<file path="src/rtl/sm4_cbc_ctrl.sv">
// CBC/ECB chaining front end for the SM4 core: key load, block chaining, core strobes.
// Latency: block accepted at T -> core_Drdy at T+1 if core idle; core_Dvld at D -> m_valid from D+1.
// Backpressure: s_ready only in READY with no load request; OUT_HOLD holds m_data until m_ready.
`timescale 1ns/1ps
module sm4_cbc_ctrl #(
    parameter int MODE_CBC = 1,
    parameter int WDOG     = 64
) (
    input  logic         CLK,
    input  logic         RST,
    input  logic [127:0] key_in,
    input  logic         key_load,
    input  logic [127:0] iv_in,
    input  logic         iv_load,
    input  logic         mode_dec,
    input  logic         s_valid,
    output logic         s_ready,
    input  logic [127:0] s_data,
    output logic         m_valid,
    input  logic         m_ready,
    output logic [127:0] m_data,
    output logic         key_ok,
    output logic         err,
    output logic         core_EN,
    output logic         core_EncDec,
    output logic [127:0] core_Kin,
    output logic [127:0] core_Din,
    output logic         core_Krdy,
    output logic         core_Drdy,
    input  logic [127:0] core_Dout,
    input  logic         core_Kvld,
    input  logic         core_Dvld,
    input  logic         core_BSY
);

    localparam bit CBC = (MODE_CBC != 0);
    localparam int WW  = $clog2(WDOG);

    typedef enum logic [2:0] {
        IDLE, KEY_REQ, KEY_WAIT, READY, BLK_REQ, BLK_WAIT, OUT_HOLD
    } state_t;

    state_t         state, state_nxt;
    logic [WW-1:0]  wdog;
    logic [127:0]   chain;
    logic [127:0]   blk;
    logic           dec;
    logic           encdec_q;

    logic wdog_hit, idle_rdy, key_acc, iv_acc, blk_acc, key_done, blk_done, abort;

    assign wdog_hit = (wdog == WW'(WDOG - 1));
    assign idle_rdy = (state == IDLE) || (state == READY);
    assign key_acc  = idle_rdy & key_load;
    assign iv_acc   = idle_rdy & ~key_load & iv_load;
    assign blk_acc  = s_valid & s_ready;
    assign key_done = (state == KEY_WAIT) & core_Kvld;
    assign blk_done = (state == BLK_WAIT) & core_Dvld;
    // A result arriving on the last watchdog cycle still wins over the abort.
    assign abort    = wdog_hit & (((state == KEY_WAIT) & ~core_Kvld) |
                                  ((state == BLK_WAIT) & ~core_Dvld));

    always_ff @(posedge CLK or posedge RST) begin
        if (RST) begin
            state <= IDLE;
            wdog  <= '0;
        end else begin
            state <= state_nxt;
            if (state_nxt != state)
                wdog <= '0;
            else if ((state == KEY_WAIT) || (state == BLK_WAIT))
                wdog <= wdog + 1'b1;
        end
    end

    always_comb begin
        state_nxt   = state;
        s_ready     = 1'b0;
        m_valid     = 1'b0;
        core_Krdy   = 1'b0;
        core_Drdy   = 1'b0;
        core_EncDec = encdec_q;
        case (state)
            IDLE: begin
                if (key_load) state_nxt = KEY_REQ;
            end
            READY: begin
                s_ready = ~key_load & ~iv_load;
                if (key_load)
                    state_nxt = KEY_REQ;
                else if (s_valid & ~iv_load)
                    state_nxt = BLK_REQ;
            end
            KEY_REQ: begin
                core_Krdy = ~core_BSY;
                if (!core_BSY) state_nxt = KEY_WAIT;
            end
            KEY_WAIT: begin
                if (core_Kvld)
                    state_nxt = READY;
                else if (wdog_hit)
                    state_nxt = IDLE;
            end
            BLK_REQ: begin
                core_Drdy = ~core_BSY;
                if (!core_BSY) begin
                    core_EncDec = dec;
                    state_nxt   = BLK_WAIT;
                end
            end
            BLK_WAIT: begin
                if (core_Dvld)
                    state_nxt = OUT_HOLD;
                else if (wdog_hit)
                    state_nxt = IDLE;
            end
            OUT_HOLD: begin
                m_valid = 1'b1;
                if (m_ready) state_nxt = READY;
            end
            default: state_nxt = IDLE;
        endcase
    end

    always_ff @(posedge CLK or posedge RST) begin
        if (RST) begin
            core_EN  <= 1'b0;
            core_Kin <= '0;
            core_Din <= '0;
            m_data   <= '0;
            chain    <= '0;
            blk      <= '0;
            dec      <= 1'b0;
            encdec_q <= 1'b0;
            key_ok   <= 1'b0;
            err      <= 1'b0;
        end else begin
            core_EN <= 1'b1;
            if (key_acc) begin
                core_Kin <= key_in;
                key_ok   <= 1'b0;
                err      <= 1'b0;
            end
            if (iv_acc && CBC)
                chain <= iv_in;
            if (key_done)
                key_ok <= 1'b1;
            if (abort) begin
                err    <= 1'b1;
                key_ok <= 1'b0;
            end
            if (blk_acc) begin
                dec      <= mode_dec;
                blk      <= s_data;
                core_Din <= (CBC && !mode_dec) ? (s_data ^ chain) : s_data;
            end
            if (core_Drdy)
                encdec_q <= dec;
            if (blk_done) begin
                if (!CBC) begin
                    m_data <= core_Dout;
                end else if (dec) begin
                    // Decrypt chains on the ciphertext that went in, not on the result.
                    m_data <= core_Dout ^ chain;
                    chain  <= blk;
                end else begin
                    m_data <= core_Dout;
                    chain  <= core_Dout;
                end
            end
        end
    end

endmodule
</file>
<file path="config.mk">
export PLATFORM = sky130hd
export DESIGN_NAME = sm4_cbc_ctrl
export DESIGN_NICKNAME = d
export VERILOG_FILES = /design/src/rtl/sm4_cbc_ctrl.sv
export SDC_FILE = /design/constraint.sdc
export NUM_CORES = 2
export LEC_CHECK = 0
export CAP_MARGIN = 20
export CORE_AREA = 2 2 353 355
export DETAILED_ROUTE_END_ITERATION = 12
export DIE_AREA = 0 0 355 357
export SKIP_CTS_REPAIR_TIMING = 1
export SYNTH_ARGS = -nofsm -noshare
export SYNTH_HDL_FRONTEND = slang
export SYNTH_SLANG_ARGS = --single-unit
</file>
<file path="constraint.sdc">
create_clock -name CLK -period 21.7 [get_ports CLK]
set_input_delay 4.34 -clock CLK [delete_from_list [all_inputs] [get_ports CLK]]
set_output_delay 4.34 -clock CLK [all_outputs]
set_load 0.02 [all_outputs]
</file>
==> metrics.log <==
[metrics] run status: finished clean
[metrics] Syn Std Cell Area: roughly 30000 um^2
[metrics] type of element launching the critical path: input port
[metrics] Vias/cell: 4.30
[metrics] worst max-slew margin expressed relative to the limit: 0.264
[metrics] Synthesized Nets: 3633
[metrics] CTS tree: done
[metrics] clock latency at the later pin of the worst-skew pair: around 650 ps
[metrics] Boundary Pins: ~910
[metrics] Post-Route Setup TNS: 0 ps
[metrics] Final nets: approximately 4500
[metrics] top cells by instance count after synthesis: 905 x nand2_1, 654 x dfrtp_1, 362 x o21ai_0, 133 x nor2_1, 133 x xor2_1
[metrics] number of routed nets with antenna violations: 0
[metrics] Worst Tran Pin Value: 1100 ps
[metrics] post-layout power: 6.35 mW
[metrics] total area of sequential cells: 16400 um^2
[metrics] chip height: around 360 um
[metrics] synthesis-to-layout area growth: 43.9%
[metrics] Rows: 129
[metrics] area of the multi-input gates: between 10000 and 15000 um^2
[metrics] average detailed-routed wire length per instance: 19.9 um
[metrics] hold violation count in the final report: 0
[metrics] largest net degree at the start of global routing: between 150 and 200
[metrics] capture point of the worst reg-to-reg path: chain[7]$_DFFE_PP0P_
[metrics] Root Driver: clkbuf_16
[metrics] first-pass GRT wire length: approximately 160 mm
[metrics] last weighted congestion value of the routability-driven placer: between 0.8 and 0.9
[metrics] proportion of register bits with asynchronous set or reset after synthesis: 1.00
[metrics] global routing usage summed across all routing layers: 0.172
[metrics] Post-synth top flop: dfrtp_1
[metrics] data required time at the worst endpoint: about 17000 ps
[metrics] final setup vio count: 0
[metrics] class of the tightest hold or removal check: flip-flop to flip-flop
[metrics] worst reg2reg path startpoint: state[1]$_DFF_PP0_
[metrics] final-layout fill cell count: between 10000 and 15000
[metrics] unrepaired setup endpoints after global routing: no
[metrics] crit-path cells: clkdlybuf4s50_1 -> nor4b_1 -> mux2_2 -> clkdlybuf4s50_1
[metrics] Critical path buffers and inverters: 2
[metrics] family of cells with the greatest summed delay on the critical path: buffers and inverters
[metrics] arrival time of data at the critical path endpoint: between 6000 and 7000 ps
[metrics] crit-path max FO: 4
[metrics] startpoint of the worst setup timing path: core_BSY
[metrics] area share of the leading cell type in the synthesized netlist: 0.537
[metrics] max-cap violations: 0
[metrics] most area-hungry cell type in the Yosys netlist: dfrtp_1
[metrics] worst-case register-to-register setup slack: 17230 ps
[metrics] starting utilization of the core area: 0.248
[metrics] library cell with the highest instance count after synthesis: nand2_1
[metrics] kind of capture point of the worst setup path: output port
[metrics] Lkg Pwr: about 19 nW
[metrics] largest cells by area after synthesis: dfrtp_1 54%, nand2_1 11%, o21ai_0 5.9%
[metrics] synthesized instance count: 3110
[metrics] H-tree level count: 3
[metrics] number of antenna violations at the first check in global routing: 38
[metrics] clock tree sinks: between 600 and 700
[metrics] setup skew after layout: around 40 ps
[metrics] peak supply drop: ~0.000084 V
[metrics] placeable core area: between 100000 and 150000 um^2
[metrics] total number of yosys warnings: 0
[metrics] critical-path cell with the highest stage delay: nor4b_1
[metrics] first-pass detailed-route iteration total: 5
[metrics] die area: ~130000 um^2
[metrics] class of the most critical setup path: input port to output port
[metrics] path length in cells of the critical path: 4
[metrics] Critical Path Max Stage Delay: roughly 560 ps
[metrics] top achievable clock speed: between 90 and 100 MHz
[metrics] most numerous cell on the critical path: clkdlybuf4s50_1
[metrics] synthesized flop and latch total: 654
[metrics] total power divided by cell area: 145 nW/um^2
[metrics] FF-to-FF path depth: 8
[metrics] clock input transition at the sequential cells of the worst setup and hold paths: ~60 ps
[metrics] Tcrit/Tclk final: 0.491
[metrics] post-detailed-routing wire length: around 110 mm
[metrics] via count of the first global-routing pass: ~24000
[metrics] width of the chip: ~360 um
[metrics] post-synthesis cell type count: between 40 and 50
[metrics] number of flops mapped to enable cells by yosys: 0
[metrics] starting DRC count in detailed routing: 1317
[metrics] aggregate global routing overflow: 0
[metrics] via count: 24300
[metrics] IO Port Bufs: between 900 and 1000
[metrics] post-synthesis area per instance: slightly below 10 um^2
[metrics] layout cell share with drive strength beyond 1: 0.0784
[metrics] DPL Wire Length: slightly above 80 mm
[metrics] time the final worst path needs with I/O delays and setup: 10660 ps
[metrics] remaining design rule violation count: 0
[metrics] final max-slew violation count: 0
[metrics] number of clock buffers inserted by TritonCTS: 81
[metrics] crit path to: core_EncDec
[metrics] maximum buffer depth of the clock tree: 3
[metrics] share of the yosys chip area belonging to registers: 0.537
[tightest hold or removal path, stage by stage (launching register included)]
cell     delay (ps)
dfrtp_1         340
nand2_1          50
nand2_1          50
[worst min path at each step]
stage,startpoint,to,slack (ps),cells after the start
3_5_place_dp,core_Kin[109]$_DFFE_PP0P_,core_Kin[109]$_DFFE_PP0P_,460,2
2_1_floorplan,chain[1]$_DFFE_PP0P_,chain[1]$_DFFE_PP0P_,460,2
4_1_cts,core_Kin[72]$_DFFE_PP0P_,core_Kin[72]$_DFFE_PP0P_,480,2
5_1_grt,core_Kin[29]$_DFFE_PP0P_,core_Kin[29]$_DFFE_PP0P_,500,2
3_3_place_gp,core_Kin[114]$_DFFE_PP0P_,core_Kin[114]$_DFFE_PP0P_,460,2
6_report,core_Kin[60]$_DFFE_PP0P_,core_Kin[60]$_DFFE_PP0P_,470,2
[registers in the layout (all words and copies together), names as in the netlist]
name / count
blk: 128
core_EN: 1
err: 1
state: 3
core_Kin: 128
key_ok: 1
wdog: 6
core_Din: 128
chain: 128
dec: 1
encdec_q: 1
m_data: 128
[per-layer routing]
layer / global-route usage / wire length [um] / part of all wire / vias to the layer above
met3: 0.0553 / 8670 / 0.077 / 177
met4: 0.0469 / 2480 / 0.022 / 14
met5: 0 / 91 / 0.00081 / -
met1: 0.211 / 46300 / 0.41 / 11600
met2: 0.288 / 54600 / 0.49 / 740
li1: - / - / - / 11800
[placed cells by master, fill, tap and decap left out, types with 2 or more instances in the layout]
cell               n
clkinv_16          2
clkbuf_8          20
dfrtp_1          653
mux2_4            96
clkinvlp_4         2
nand3_1            2
diode_2           11
inv_6              3
buf_12             2
xor2_1           133
nor3_1             6
mux2_1             3
nor2b_1          130
nor3_2             2
o21ai_0          362
inv_16             2
clkdlybuf4s50_1  912
buf_4             31
clkinv_2          19
clkbuf_16         82
xnor2_1          129
o21ai_1           27
inv_1              2
mux2i_1          130
nor2_1           133
nor4b_1            2
mux2_2            33
a21oi_1          130
clkbuf_1          11
nand2_1          904
and3b_1            4
nand4_1            2
bufinv_16          8
[stage by stage]
stage               worst slack [ps]  hold WS [ps]  instances  utilization  cell area, um^2
global placement               11100           456       5489        0.333            40900
finish                         11040           472       5651        0.356            43800
floorplan                       8420           462       3110            -            30500
detailed placement             11050           461       5489        0.333            40900
global route                   10930           498       5649        0.356            43800
CTS                            11030           475       5639        0.356            43800
[area by class of cell]
type,instances,share of cell area
tap,1637,0.0467
clock inverter,37,0.0112
multi-input combinational,2249,0.298
timing repair buffer,947,0.215
inverter,3,0.000342
antenna,11,0.000628
sequential,654,0.373
clock buffer,113,0.0540
[logic make-up after synthesis]
logic type,count (synthesis),synth area share
mux,262,0.103
buf+inv,207,0.0343
simple gates,1197,0.162
other cells,1,0.000123
flops,654,0.537
compound gates,525,0.0870
xor+xnor,263,0.0759
fa+ha+maj,1,0.000411
[report_power, final]
group	switching [mW]	internal (mW)
Combinational	1.48	1.25
Sequential	0.372	1.81
Clock	0.573	0.865
No activity file was read; power rests on OpenSTA's default activity.
